## src/rtl/spi_slave_pkg.sv

```systemverilog
`default_nettype none
// ============================================================================
// Module      : spi_slave_pkg
// Description : Shared definitions for the SPI slave core: default frame and
//               address widths and the controller state encoding.
// Revision    : 1.0 - initial release
// ============================================================================
package spi_slave_pkg;

    // Default data word / command frame length and address width.
    // The command frame is {addr[ADDR_W-1:0], rw}, so ADDR_W = WIDTH-1.
    localparam int unsigned c_default_width  = 8;
    localparam int unsigned c_default_addr_w = c_default_width - 1;

    // Controller states, explicit 3-bit encoding.
    typedef enum logic [2:0] {
        ST_IDLE         = 3'd0,
        ST_GET_ADDR     = 3'd1,
        ST_READ_LOAD    = 3'd2,
        ST_READ_SHIFT   = 3'd3,
        ST_WRITE_SHIFT  = 3'd4,
        ST_WRITE_COMMIT = 3'd5,
        ST_DONE         = 3'd6
    } state_e;

endpackage : spi_slave_pkg
`default_nettype wire

```

## src/rtl/spi_slave_core_shift_register.sv

```systemverilog
`default_nettype none
// ============================================================================
// Module      : shift_register
// Description : MSB-first shift register with parallel load. Shifts left by
//               one on shift_i, inserting sin_i at the LSB; load_i has
//               priority over shift_i.
// Ports       : clk      - system clock
//               rst_n    - asynchronous active-low reset (clears contents)
//               load_i   - parallel load strobe (takes pdata_i)
//               shift_i  - shift-left strobe
//               sin_i    - serial input (enters at LSB)
//               pdata_i  - parallel load data
//               pdata_o  - parallel output, see note below
//               sout_o   - serial output (current MSB)
// Revision    : 1.0 - initial release
// ============================================================================
module shift_register #(
    parameter int unsigned WIDTH = 8
) (
    input  logic             clk,
    input  logic             rst_n,
    input  logic             load_i,
    input  logic             shift_i,
    input  logic             sin_i,
    input  logic [WIDTH-1:0] pdata_i,
    output logic [WIDTH-1:0] pdata_o,
    output logic             sout_o
);

    logic [WIDTH-1:0] data_q;

    always_ff @(posedge clk or negedge rst_n) begin
        if (!rst_n) begin
            data_q <= '0;
        end else if (load_i) begin
            data_q <= pdata_i;
        end else if (shift_i) begin
            data_q <= {data_q[WIDTH-2:0], sin_i};
        end
    end

    // The parallel output already includes the bit waiting on sin_i, so a
    // consumer capturing on the same edge as the final shift sees the
    // complete received word rather than one bit short.
    assign pdata_o = {data_q[WIDTH-2:0], sin_i};
    assign sout_o  = data_q[WIDTH-1];

endmodule : shift_register
`default_nettype wire

```

## src/rtl/spi_slave_core.sv

```systemverilog
`default_nettype none
// ============================================================================
// Module      : spi_slave_core
// Description : SPI slave register-access controller. A transaction is a
//               WIDTH-bit command frame {addr, rw} followed by a WIDTH-bit
//               data phase: writes shift data in and strobe mem_we once,
//               reads load mem_rdata and shift it out on miso.
// Ports       : clk, rst_n          - system clock, async active-low reset
//               cs_n, mosi          - conditioned chip select / serial in
//               sclk_pos, sclk_neg  - one-clk serial clock edge pulses
//               miso, miso_oe       - serial out and its tri-state enable
//               mem_addr, mem_wdata - registered memory address / write data
//               mem_we              - one-clk write strobe
//               mem_rdata           - memory read data
//               busy                - high whenever not IDLE
// Revision    : 1.0 - initial release
// ============================================================================
module spi_slave_core
    import spi_slave_pkg::*;
#(
    parameter int unsigned WIDTH  = c_default_width,
    parameter int unsigned ADDR_W = c_default_addr_w
) (
    input  logic              clk,
    input  logic              rst_n,
    input  logic              cs_n,
    input  logic              mosi,
    input  logic              sclk_pos,
    input  logic              sclk_neg,
    output logic              miso,
    output logic              miso_oe,
    output logic [ADDR_W-1:0] mem_addr,
    output logic [WIDTH-1:0]  mem_wdata,
    output logic              mem_we,
    input  logic [WIDTH-1:0]  mem_rdata,
    output logic              busy
);

    // One extra bit so the counter can never wrap inside a frame.
    localparam int unsigned            c_cnt_w    = $clog2(WIDTH) + 1;
    localparam logic [c_cnt_w-1:0]     c_last_bit = c_cnt_w'(WIDTH - 1);

    state_e              state_q, state_d;
    logic [c_cnt_w-1:0]  cnt_q, cnt_d;
    logic [ADDR_W-1:0]   addr_q, addr_d;
    logic [WIDTH-1:0]    wdata_q, wdata_d;

    logic                sr_load;
    logic                sr_shift;
    logic                sr_sin;
    logic [WIDTH-1:0]    sr_frame;
    logic                sr_msb;

    logic                cnt_en;
    logic                last_pos;

    // WIDTH-th rising serial edge of the current frame.
    assign last_pos = sclk_pos && (cnt_q == c_last_bit);

    // ------------------------------------------------------------------
    // State register
    // ------------------------------------------------------------------
    always_ff @(posedge clk or negedge rst_n) begin
        if (!rst_n) begin
            state_q <= ST_IDLE;
        end else begin
            state_q <= state_d;
        end
    end

    // ------------------------------------------------------------------
    // Next-state logic
    // ------------------------------------------------------------------
    always_comb begin
        state_d = state_q;
        if ((state_q != ST_IDLE) && cs_n) begin
            // Deselect aborts whatever is in flight.
            state_d = ST_IDLE;
        end else begin
            case (state_q)
                ST_IDLE:         if (!cs_n) state_d = ST_GET_ADDR;
                ST_GET_ADDR:     if (last_pos)
                                     state_d = sr_frame[0] ? ST_READ_LOAD
                                                           : ST_WRITE_SHIFT;
                ST_READ_LOAD:    state_d = ST_READ_SHIFT;
                ST_READ_SHIFT:   if (last_pos) state_d = ST_DONE;
                ST_WRITE_SHIFT:  if (last_pos) state_d = ST_WRITE_COMMIT;
                ST_WRITE_COMMIT: state_d = ST_DONE;
                ST_DONE:         state_d = ST_DONE;
                default:         state_d = ST_IDLE;
            endcase
        end
    end

    // ------------------------------------------------------------------
    // Output / control decode
    // ------------------------------------------------------------------
    always_comb begin
        busy     = (state_q != ST_IDLE);
        miso_oe  = (state_q == ST_READ_SHIFT);
        miso     = miso_oe & sr_msb;
        mem_we   = (state_q == ST_WRITE_COMMIT);
        sr_load  = (state_q == ST_READ_LOAD);
        sr_shift = 1'b0;
        sr_sin   = 1'b0;
        cnt_en   = 1'b0;
        case (state_q)
            ST_GET_ADDR, ST_WRITE_SHIFT: begin
                sr_shift = sclk_pos;
                sr_sin   = mosi;
                cnt_en   = sclk_pos;
            end
            ST_READ_SHIFT: begin
                // A falling edge before the first rising edge of the data
                // phase is the one that presents the MSB, which the load has
                // already placed on miso; only later falling edges advance.
                // A falling edge coinciding with a rising edge is dropped.
                sr_shift = sclk_neg && !sclk_pos && (cnt_q != '0);
                cnt_en   = sclk_pos;
            end
            default: ;
        endcase
    end

    // ------------------------------------------------------------------
    // Datapath next-state
    // ------------------------------------------------------------------
    always_comb begin
        cnt_d   = cnt_q;
        addr_d  = addr_q;
        wdata_d = wdata_q;
        if (state_q == ST_IDLE) begin
            cnt_d = '0;
        end else if (cnt_en) begin
            cnt_d = last_pos ? '0 : cnt_q + 1'b1;
        end
        if ((state_q == ST_GET_ADDR) && last_pos && !cs_n) begin
            addr_d = sr_frame[WIDTH-1:1];
        end
        if ((state_q == ST_WRITE_SHIFT) && last_pos && !cs_n) begin
            wdata_d = sr_frame;
        end
    end

    always_ff @(posedge clk or negedge rst_n) begin
        if (!rst_n) begin
            cnt_q   <= '0;
            addr_q  <= '0;
            wdata_q <= '0;
        end else begin
            cnt_q   <= cnt_d;
            addr_q  <= addr_d;
            wdata_q <= wdata_d;
        end
    end

    assign mem_addr  = addr_q;
    assign mem_wdata = wdata_q;

    // ------------------------------------------------------------------
    // Shift register
    // ------------------------------------------------------------------
    shift_register #(
        .WIDTH (WIDTH)
    ) u_shift_register (
        .clk     (clk),
        .rst_n   (rst_n),
        .load_i  (sr_load),
        .shift_i (sr_shift),
        .sin_i   (sr_sin),
        .pdata_i (mem_rdata),
        .pdata_o (sr_frame),
        .sout_o  (sr_msb)
    );

endmodule : spi_slave_core
`default_nettype wire

```

## config.mk

```make
export PLATFORM = sky130hd
export DESIGN_NAME = spi_slave_core
export DESIGN_NICKNAME = d
export VERILOG_FILES = /design/src/rtl/spi_slave_pkg.sv /design/src/rtl/spi_slave_core_shift_register.sv /design/src/rtl/spi_slave_core.sv
export SDC_FILE = /design/constraint.sdc
export NUM_CORES = 1
export LEC_CHECK = 0
export CAP_MARGIN = 15
export CORE_ASPECT_RATIO = 1.25
export CORE_MARGIN = 2
export CORE_UTILIZATION = 40
export DETAILED_ROUTE_END_ITERATION = 16
export GPL_ROUTABILITY_DRIVEN = 0
export PLACE_DENSITY = 0.73
export RECOVER_POWER = 25
export SLEW_MARGIN = 30
export SYNTH_ARGS = -nofsm -noshare
export SYNTH_HDL_FRONTEND = slang
export SYNTH_SLANG_ARGS = --single-unit
```

## constraint.sdc

```tcl
create_clock -name clk -period 2.3 [get_ports clk]
set_input_delay 0.46 -clock clk [delete_from_list [all_inputs] [get_ports clk]]
set_output_delay 0.46 -clock clk [all_outputs]
set_load 0.02 [all_outputs]
```

==> flow_summary.toml <==
[run_status]
outcome = "completed"

[power_and_ir_drop]
ir_worst_vdd_mv = 0.522
cellLeakagePower_nw = 0.931
pwr_density_cell_mw_per_mm2 = 717

[die]
start_util = 0.418
core_area_mm2 = 0.00348
dieArea_mm2 = 0.00414
fp.dieW_um = 58.0
chipHeight_um = 71.5
rows = 24
io-pin-count = 33

[critical_path]
cp_slowest_cell = "clkdlybuf4s50_1"
critPathCapture = "busy"
r2r_end = "cnt_q[3]$_DFFE_PN0P_"
cp_data_required_time_ns = 1.84
r2r_start = "state_q[0]$_DFFE_PN0P_"
critPathKind = "reg2out"
cp_max_fo = 9
crit_path_end_kind = "primary output"
worstRegToRegCells = 5
critPathLaunch = "state_q[0]$_DFFE_PN0P_"
critical_path.cell_chain = "nor3_1, inv_1, clkdlybuf4s50_1"
cp-start-kind = "flop"
r2r_slack_ns = 0.48
cp_slowest_stage_delay_ns = 0.53
crit_arrival_ns = 1.67

[logic_synthesis]
ys_seq_area_frac = 0.515
syn-cell-area_mm2 = 0.00146
ys_seq_elements = 30
ys_warn_count = 0
yosys.cell_types.count = 32
syn_nets = 128
synth_cells = 112
avgSynthCellArea_um2 = 13.0

[worst_hold_path]
hold_start = "mem_wdata[7]$_DFFE_PN0P_"
hold_path.class = "reg2reg"

[finish]
num-nets-final = 172
syn2layout_area_growth_pct = 38.2
diodes = 0
post-route-util = 0.578
fillers = 304
final_layout_size_suffix_gt1_frac = 0.338
finalNonFillerCells = 196

[sta]
finalClockSkew_ns = 0.00656
setup_viol = 0
fin_tns_setup_ns = 0
hold_viol_final = 0
max_freq_ghz = 0.470
tightest_slew_ns = 0.737
fin_crit_sh = 0.926
slew_headroom = 0.509
fin_crit_ns = 2.13
rsz0062_at_grt = "no"
drv_slew = 0

[global_route]
overflow = 0
grt_start_max_net_pins = 31
first_global_vias = 1175
gr-usage-all-layers = 0.172
antenna_found_initial = 0
grt_pass1_wl_um = 5410

[route]
route.vias.total = 1070
postRouteAntennaNets = 0
first_pass_iters = 4
drc = 0
dr.first_iter.drc_count = 28
via_per_inst = 5.46
wl_per_cell_um = 15.8
wirelength_um = 3090

[clocking]
cts.path.max_buffers = 2
clk_pin_slew_worst_paths_ns = 0.07
cts_buffers = 5
cts_root_buffer = "clkbuf_8"
clock-sinks = 30
cts_tree = "yes"
htree_levels = 2
postCtsSetupBuffers = 0
clk_latency_ns = 0.28

[run]
max-cap-violations = 0

[placement]
hpwlAfterDp_um = 2330
io_buffers = 32
dp.cells = 188
==> cell usage after synthesis, drive strengths merged <==
master | n | area [µm²]
dfrtp | 30 | 751
mux2 | 30 | 338
inv | 6 | 22.5
nor2 | 6 | 27.5
nand2 | 4 | 15.0
nand3 | 4 | 25.0
a21oi | 3 | 15.0
a311oi | 3 | 43.8
a31oi | 2 | 12.5
and2 | 2 | 12.5
ha | 2 | 25.0
mux2i | 2 | 20.0
nor3 | 2 | 10.0
o21ai | 2 | 10.0
a2111oi | 1 | 27.5
a211oi | 1 | 7.51
a221oi | 1 | 8.76
a32o | 1 | 10.0
buf | 1 | 5.00
clkbuf | 1 | 3.75
nand2b | 1 | 6.26
nand3b | 1 | 11.3
nor2b | 1 | 6.26
nor3b | 1 | 12.5
o21bai | 1 | 7.51
or3 | 1 | 6.26
or4 | 1 | 7.51
xor2 | 1 | 8.76
==> worst max-delay path: cells and delay by family (launching register included) <==
family                 cells  cell delay (ns)
buffers and inverters      2             0.59
flip-flops                 1             0.49
AND/OR/NAND/NOR            1             0.30
==> through the flow <==
| stage | setup WS, ns | cell area, µm² | power [mW] | hold slack [ns] |
|---|---|---|---|---|
| after floorplan | 0.451 | 1460 | 0.715 | 0.164 |
| after global placement | 0.239 | 1870 | 0.783 | 0.489 |
| after detailed placement | 0.167 | 1870 | 0.792 | 0.492 |
| after CTS | 0.0378 | 2010 | 1.46 | 0.508 |
| after global routing | 0.0248 | 2010 | 1.51 | 0.521 |
| final | 0.170 | 2010 | 1.44 | 0.506 |
==> how the worst min path moves through the flow <==
stage / end / depth (start not counted)
6_report: mem_wdata[7]$_DFFE_PN0P_ / 1
5_1_grt: mem_addr[5]$_DFFE_PN0P_ / 1
4_1_cts: mem_wdata[7]$_DFFE_PN0P_ / 1
3_5_place_dp: mem_wdata[7]$_DFFE_PN0P_ / 1
3_3_place_gp: mem_wdata[6]$_DFFE_PN0P_ / 1
2_1_floorplan: cnt_q[0]$_DFFE_PN0P_ / 0
==> kinds of logic (layout without fill, tap and decap cells) <==
| logic type | after synthesis | in the layout | synth area share |
|---|---|---|---|
| XOR/XNOR | 1 | 1 | 0.00601 |
| AND/OR/NAND/NOR | 24 | 24 | 0.0962 |
| AO/OA/AOI/OAI | 15 | 15 | 0.0979 |
| multiplexers | 32 | 32 | 0.246 |
| buffers and inverters | 8 | 53 | 0.0215 |
| adder cells (fa/ha/maj) | 2 | 2 | 0.0172 |
| flip-flops | 30 | 30 | 0.515 |
==> registers in the layout, indices dropped and copies added, names as in the netlist <==
register                 flops
mem_wdata                    8
u_shift_register.data_q      8
mem_addr                     7
cnt_q                        4
state_q                      3
==> cells in the final DEF (no fill, tap or decap), drive strengths merged <==
master,synthesis,final
nand3b,1,1
nor3b,1,1
a31oi,2,2
ha,2,2
clkbuf,1,7
nand3,4,4
dlymetal6s2s,0,1
mux2,30,30
or4,1,1
buf,1,6
nor2,6,6
nand2b,1,1
a211oi,1,1
dfrtp,30,30
o21bai,1,1
a311oi,3,3
nor2b,1,1
clkdlybuf4s50,0,30
inv,6,6
xor2,1,1
dlygate4sd3,0,1
nand2,4,4
and2,2,2
mux2i,2,2
a21oi,3,3
a32o,1,1
o21ai,2,2
a2111oi,1,1
nor3,2,2
bufinv,0,2
a221oi,1,1
or3,1,1
==> report_power, final <==
group	internal [mW]	switching, mW	leakage [nW]
clock	0.462	0.203	0.0714
combinational	0.0991	0.0532	0.453
sequential	0.577	0.0492	0.407
==> routing by layer <==
layer / up-vias / track usage / share of wire
li1: 494 / - / -
met1: 537 / 0.208 / 0.42
met4: 0 / 0.0698 / 0.013
met2: 35 / 0.284 / 0.52
met3: 4 / 0.0523 / 0.051
met5: - / 0 / 0
==> layout make-up <==
class | count | area (µm²) | area share
flip-flops and latches | 30 | 752 | 0.374
multi-input cells | 74 | 674 | 0.335
well taps | 39 | 48.8 | 0.0242
inverters | 6 | 22.5 | 0.0112
clock inverters | 2 | 60.1 | 0.0298
clock buffers | 6 | 82.6 | 0.0410
repair buffers | 39 | 373 | 0.185
==> timing repair <==
| action | CTS | global route |
|---|---|---|
| hold buffers | 0 | 0 |
| endpoints found under the hold margin | 0 | 0 |
| gates resized for setup | 1 | 1 |
| endpoints found under the setup margin | 1 | 1 |
Note: power is estimated with default switching activity, not from simulation.
